`config.mk`:
```
export PLATFORM = sky130hd
export DESIGN_NAME = hpi_access_ctrl
export DESIGN_NICKNAME = d
export VERILOG_FILES = /design/src/rtl/hpi_pkg.sv /design/src/rtl/hpi_access_ctrl_timer.sv /design/src/rtl/hpi_access_ctrl.sv
export SDC_FILE = /design/constraint.sdc
export NUM_CORES = 1
export LEC_CHECK = 0
export CAP_MARGIN = 0
export CELL_PAD_IN_SITES_DETAIL_PLACEMENT = 0
export CELL_PAD_IN_SITES_GLOBAL_PLACEMENT = 2
export CORE_ASPECT_RATIO = 0.75
export CORE_MARGIN = 2
export CORE_UTILIZATION = 29
export CTS_CLUSTER_SIZE = 8
export DETAILED_ROUTE_END_ITERATION = 12
export PLACE_DENSITY_LB_ADDON = 0.25
export RECOVER_POWER = 50
export SYNTH_ARGS = -nofsm -noshare
export SYNTH_HDL_FRONTEND = slang
export SYNTH_SLANG_ARGS = --single-unit
export TNS_END_PERCENT = 5
```
`constraint.sdc`:
```
create_clock -name Clk -period 3.3 [get_ports Clk]
set_input_delay 0.495 -clock Clk [delete_from_list [all_inputs] [get_ports Clk]]
set_output_delay 0.495 -clock Clk [all_outputs]
set_load 0.05 [all_outputs]
```
`src/rtl/hpi_pkg.sv`:
```
// Shared types and constants for the CY7C67200 HPI access sequencer.
// Register map, FSM state encoding and the latched host request bundle.
package hpi_pkg;

  localparam logic [1:0] HPI_REG_DATA    = 2'd0;
  localparam logic [1:0] HPI_REG_MAILBOX = 2'd1;
  localparam logic [1:0] HPI_REG_ADDRESS = 2'd2;
  localparam logic [1:0] HPI_REG_STATUS  = 2'd3;

  localparam int TMR_W = 8;

  typedef enum logic [2:0] {
    IDLE,
    SETUP,
    STROBE,
    HOLD,
    GAP
  } hpi_state_t;

  typedef struct packed {
    logic        write;
    logic        mem;
    logic [1:0]  rsel;
    logic [15:0] addr;
    logic [15:0] wdata;
  } hpi_req_t;

  // Address the chip holds after one HPI_DATA access.
  function automatic logic [15:0] next_word(input logic [15:0] a);
    return a + 16'd2;
  endfunction

endpackage

```
`src/rtl/hpi_access_ctrl_timer.sv`:
```
// Loadable down-counter timing every HPI bus-cycle state.
// done is high while the count sits at zero.
module hpi_phase_timer
  import hpi_pkg::*;
(
  input  logic             Clk,
  input  logic             Reset,
  input  logic             load,
  input  logic [TMR_W-1:0] load_val,
  output logic [TMR_W-1:0] count,
  output logic             done
);

  // Load on state entry, otherwise count down and stop at zero.
  always_ff @(posedge Clk) begin
    if (Reset) begin
      count <= '0;
    end else if (load) begin
      count <= load_val;
    end else if (count != '0) begin
      count <= count - 1'b1;
    end
  end

  assign done = (count == '0);

endmodule

```
`src/rtl/hpi_access_ctrl.sv`:
```
// Sequences host valid/ready requests into timed CY7C67200 HPI cycles.
// Optional HPI_AUTOINC_EN skips the address phase on sequential words.
module hpi_access_ctrl
  import hpi_pkg::*;
#(
  parameter int SETUP_CYCLES  = 1,
  parameter int STROBE_CYCLES = 4,
  parameter int HOLD_CYCLES   = 2,
  parameter int GAP_CYCLES    = 1
) (
  input  logic        Clk,
  input  logic        Reset,
  input  logic        req_valid,
  output logic        req_ready,
  input  logic        req_write,
  input  logic        req_mem,
  input  logic [1:0]  req_reg,
  input  logic [15:0] req_addr,
  input  logic [15:0] req_wdata,
  output logic        rsp_valid,
  output logic [15:0] rsp_rdata,
  output logic [1:0]  hpi_address,
  output logic [15:0] hpi_data_out,
  input  logic [15:0] hpi_data_in,
  output logic        hpi_r,
  output logic        hpi_w,
  output logic        hpi_cs
);

  localparam logic [TMR_W-1:0] SETUP_N  = TMR_W'(SETUP_CYCLES - 1);
  localparam logic [TMR_W-1:0] STROBE_N = TMR_W'(STROBE_CYCLES - 1);
  localparam logic [TMR_W-1:0] HOLD_N   = TMR_W'(HOLD_CYCLES - 1);
  localparam logic [TMR_W-1:0] GAP_N    = TMR_W'(GAP_CYCLES - 1);
  localparam logic [TMR_W-1:0] CAP_N    = TMR_W'(HOLD_CYCLES - 2);

  hpi_state_t       state;
  hpi_req_t         req_q;
  hpi_req_t         req_in;
  logic             phase_b;
  logic             start_b;
  logic             hs;
  logic             tmr_load;
  logic [TMR_W-1:0] tmr_val;
  logic [TMR_W-1:0] tmr_count;
  logic             tmr_done;

`ifdef HPI_AUTOINC_EN
  logic             last_valid;
  logic [15:0]      last_addr;
`endif

  assign hs     = req_valid && req_ready;
  assign req_in = {req_write, req_mem, req_reg, req_addr, req_wdata};

  // Pick the first phase: data phase directly unless an address write is needed.
  always_comb begin
    start_b = !req_mem;
`ifdef HPI_AUTOINC_EN
    if (req_mem && last_valid && (req_addr == next_word(last_addr)))
      start_b = 1'b1;
`endif
  end

  // Reload the shared timer on every state entry.
  always_comb begin
    tmr_load = 1'b0;
    tmr_val  = '0;
    unique case (state)
      IDLE: if (hs) begin
        tmr_load = 1'b1;
        tmr_val  = SETUP_N;
      end
      SETUP: if (tmr_done) begin
        tmr_load = 1'b1;
        tmr_val  = STROBE_N;
      end
      STROBE: if (tmr_done) begin
        tmr_load = 1'b1;
        tmr_val  = HOLD_N;
      end
      HOLD: if (tmr_done) begin
        tmr_load = 1'b1;
        tmr_val  = GAP_N;
      end
      GAP: if (tmr_done && !phase_b) begin
        tmr_load = 1'b1;
        tmr_val  = SETUP_N;
      end
      default: ;
    endcase
  end

  hpi_phase_timer u_timer (
    .Clk      (Clk),
    .Reset    (Reset),
    .load     (tmr_load),
    .load_val (tmr_val),
    .count    (tmr_count),
    .done     (tmr_done)
  );

  // Bus-cycle FSM; all HPI and host outputs are registered here.
  always_ff @(posedge Clk) begin
    if (Reset) begin
      state        <= IDLE;
      req_q        <= '0;
      phase_b      <= 1'b0;
      req_ready    <= 1'b0;
      rsp_valid    <= 1'b0;
      rsp_rdata    <= '0;
      hpi_address  <= '0;
      hpi_data_out <= '0;
      hpi_r        <= 1'b1;
      hpi_w        <= 1'b1;
      hpi_cs       <= 1'b1;
`ifdef HPI_AUTOINC_EN
      last_valid   <= 1'b0;
      last_addr    <= '0;
`endif
    end else begin
      rsp_valid <= 1'b0;
      unique case (state)
        IDLE: begin
          req_ready <= 1'b1;
          if (hs) begin
            req_ready    <= 1'b0;
            req_q        <= req_in;
            phase_b      <= start_b;
            hpi_cs       <= 1'b0;
            hpi_address  <= !start_b ? HPI_REG_ADDRESS :
                            req_mem  ? HPI_REG_DATA : req_reg;
            hpi_data_out <= start_b ? req_wdata : req_addr;
            state        <= SETUP;
`ifdef HPI_AUTOINC_EN
            if (!req_mem && !req_reg[0])
              last_valid <= 1'b0;
`endif
          end
        end
        SETUP: if (tmr_done) begin
          state <= STROBE;
          if (!phase_b || req_q.write)
            hpi_w <= 1'b0;
          else
            hpi_r <= 1'b0;
        end
        STROBE: if (tmr_done) begin
          state <= HOLD;
          hpi_r <= 1'b1;
          hpi_w <= 1'b1;
        end
        HOLD: begin
          if (phase_b && !req_q.write && tmr_count == CAP_N)
            rsp_rdata <= hpi_data_in;
          if (tmr_done) begin
            state     <= GAP;
            hpi_cs    <= 1'b1;
            rsp_valid <= phase_b;
`ifdef HPI_AUTOINC_EN
            if (phase_b && req_q.mem) begin
              last_valid <= 1'b1;
              last_addr  <= req_q.addr;
            end
`endif
          end
        end
        GAP: if (tmr_done) begin
          if (!phase_b) begin
            phase_b      <= 1'b1;
            hpi_cs       <= 1'b0;
            hpi_address  <= HPI_REG_DATA;
            hpi_data_out <= req_q.wdata;
            state        <= SETUP;
          end else begin
            req_ready <= 1'b1;
            state     <= IDLE;
          end
        end
        default: state <= IDLE;
      endcase
    end
  end

endmodule

```
==> reports/metrics.yaml <==
sta:
  finalSetupViolations: 0
  period_minus_slack_ns: 2.55
  finalHoldViolCount: 0
  fin_tns_setup_ns: 0
  whs_ns: 0.455
  tightest_slew_ns: 1.06
  rsz0062_at_grt: "no"
  slew_viol_final: 0
  timing.final.crit_share_pct: 77.3
  timing.fmax_mhz: 392
  slew_headroom_pct: 29.4
  clock_skew_ns: 0.00867
yosys:
  synth.area.top_cells: "dfxtp_1, mux2i_1, nand2_1"
  ys_warn_count: 0
  avgSynthCellArea_um2: 8.79
  ys_async_sr_fraction_pct: 0
  synth_edf_count: 0
  netlist_area_um2: 3100
  syn_inst: 353
  yosys.area.top_type_share_pct: 43.9
  synth_top_area_cell: "dfxtp_1"
  syn_nets: 410
  synth-seq-cells: 68
  ys_seq_area_share_pct: 43.9
  synth_ff_type: "dfxtp_1"
  ys_types: 46
detailed_routing:
  dr.pass1.iters: 4
  routed_via_density: 4.90
  via_count: 2831
  drc: 0
  postRouteAntennaNets: 0
  wl_um: 8610
  drt_iter0_markers: 119
  wl_per_cell_um: 14.9
worst_setup_path:
  cp-start-kind: "flop"
  slowest_stage: "nor3b_1"
  crit_fanout: 8
  endpoint_kind: "flop"
  worstPathCellList: "inv_1 > ha_1 > nor3b_1 > nand2_1 > o21ai_1 > nor2_1"
  path_class: "reg -> reg"
  worstSetupEndpoint: "u_timer.count[7]"
  reg2reg_to: "u_timer.count[7]"
  critPathArrivalTime_ns: 2.76
  r2r_cells: 6
  r2r_start: "u_timer.count[0]"
  reg2reg_slack_ns: 0.75
  slowest_delay_ns: 0.85
  cp-startpoint: "u_timer.count[0]"
  worst_ep_required_time_ns: 3.51
place:
  hpwl_um: 5720
  gp_congestion: 0.765
  portBuffers: 93
  dpl.cell_count: 562
layout:
  drive_gt1_share_pct: 8.14
  nFillCells: 1033
  final_cell_mix: "dfxtp_1, nand2_1, clkdlybuf4s50_1, a21oi_1, dlygate4sd3_1"
  post-route-util_pct: 42.8
  diodes: 0
  area_growth_pct: 43.0
  final_common_cell: "dfxtp_1"
  fin_cells: 578
  nNetsFinal: 494
pwr:
  power.density_nw_per_um2: 699
  vdd_drop_max_uv: 276
  p_leak_nw: 1.84
die:
  fp.dieW_um: 123
  io_pins: 94
  start_util_pct: 29.9
  core-area_um2: 10400
  die_area_um2: 11600
  chipHeight_um: 93.6
  rows: 32
global_route:
  grt-ovfl-total: 0
  track_usage_pct: 15.4
  grt_max_degree: 38
  grt_pass1_wl_um: 13700
  antenna_found_initial: 0
  grt_pass1_vias: 2810
cts:
  cts_sinks: 68
  cts_max_level: 3
  cts_tree: "built"
  cts_root_buf: "clkbuf_16"
  clock_path_buffers: 2
  insertion_delay_ns: 0.34
  clkTransAtPathRegs_ns: 0.06
  cts_inserted_buffers: 9
  post-cts-setup-buffers: 0
  cts_hold_buf: 0
  cts_resized: 0
hold_path:
  hp-class: "reg -> reg"
job:
  maxCapViolCount: 0
run_status:
  outcome: "completed"
[kinds of logic after synthesis]
logic type      count (synthesis)  synth area share (%)
compound gates                 75                  15.1
flops                          68                  43.9
buf+inv                        31                  5.04
simple gates                  137                  22.6
xor+xnor                        8                  2.26
fa+ha+maj                       2                 0.806
mux                            32                  10.3
[state kept, by name, indices dropped and copies added (netlist names)]
signal and flops:
hpi_address 2, rsp_valid 1, req_ready 1, hpi_w 1, rsp_rdata 16, hpi_cs 1
hpi_data_out 16, hpi_r 1, state 3, u_timer.count 8, phase_b 1, req_q 17
[worst min-delay path by stage]
| stage | slack [ns] | to | startpoint | cells after the start |
|---|---|---|---|---|
| final | 0.45 | req_q[14] | req_q[14] | 2 |
| after global routing | 0.47 | req_q[4] | req_q[4] | 2 |
| after CTS | 0.45 | req_q[3] | req_q[3] | 2 |
| after floorplan | 0.44 | req_q[0] | req_q[0] | 2 |
| after global placement | 0.44 | req_q[13] | req_q[13] | 2 |
| after detailed placement | 0.45 | req_q[4] | req_q[4] | 2 |
[Yosys cell counts (2+ instances only)]
master,number
o21ai_0,3
nor4b_1,2
nor2_1,30
nand3_1,18
xor2_1,6
nor3b_1,2
nor4_1,3
inv_1,3
a31oi_1,6
nand3_2,4
or3_1,2
xnor2_1,2
buf_4,2
mux2i_1,32
buf_2,5
nor3_1,3
a21oi_1,40
o211ai_1,2
o221ai_1,16
clkbuf_1,17
or4_4,2
ha_1,2
o21bai_1,2
a311oi_1,2
nand2_1,57
dfxtp_1,68
nor4bb_1,2
buf_6,2
[per-layer routing]
layer / wire (µm) / vias up / track usage [%]
li1: - / 1433 / -
met1: 4160 / 1304 / 20.5
met2: 3750 / 83 / 23.1
met3: 569 / 11 / 5.00
met4: 118 / 0 / 5.40
met5: 0 / - / 0
[report_power, final]
part           switching [mW]  internal, mW
clock                   0.366         0.685
sequential              0.122         0.939
combinational           0.610         0.378
[worst max-delay path, delay by kind of cell (launching register included)]
family | cells | cell delay [ns]
adders and majority gates | 1 | 0.17
and+or+nand+nor | 3 | 1.32
AOI/OAI and AO/OA | 1 | 0.51
DFF | 1 | 0.32
buffers and inverters | 1 | 0.10
[through the flow]
| stage | worst slack, ns | total power, mW | area (µm²) |
|---|---|---|---|
| 6_report | 0.748 | 3.10 | 4440 |
| 4_1_cts | 0.930 | 3.15 | 4440 |
| 3_3_place_gp | 1.00 | 2.09 | 4120 |
| 2_1_floorplan | 1.24 | 1.77 | 3100 |
| 5_1_grt | 0.579 | 3.28 | 4440 |
| 3_5_place_dp | 0.942 | 2.08 | 4120 |
[final cells by class]
cell class,count,area (µm²),area share [%]
well taps,136,170,3.84
inverters,3,11.3,0.254
repair buffers,101,983,22.2
flip-flops and latches,68,1360,30.7
clock buffers,11,243,5.47
clock inverters,5,85.1,1.92
multi-input cells,254,1580,35.7
(Power assumes the default switching activity.)
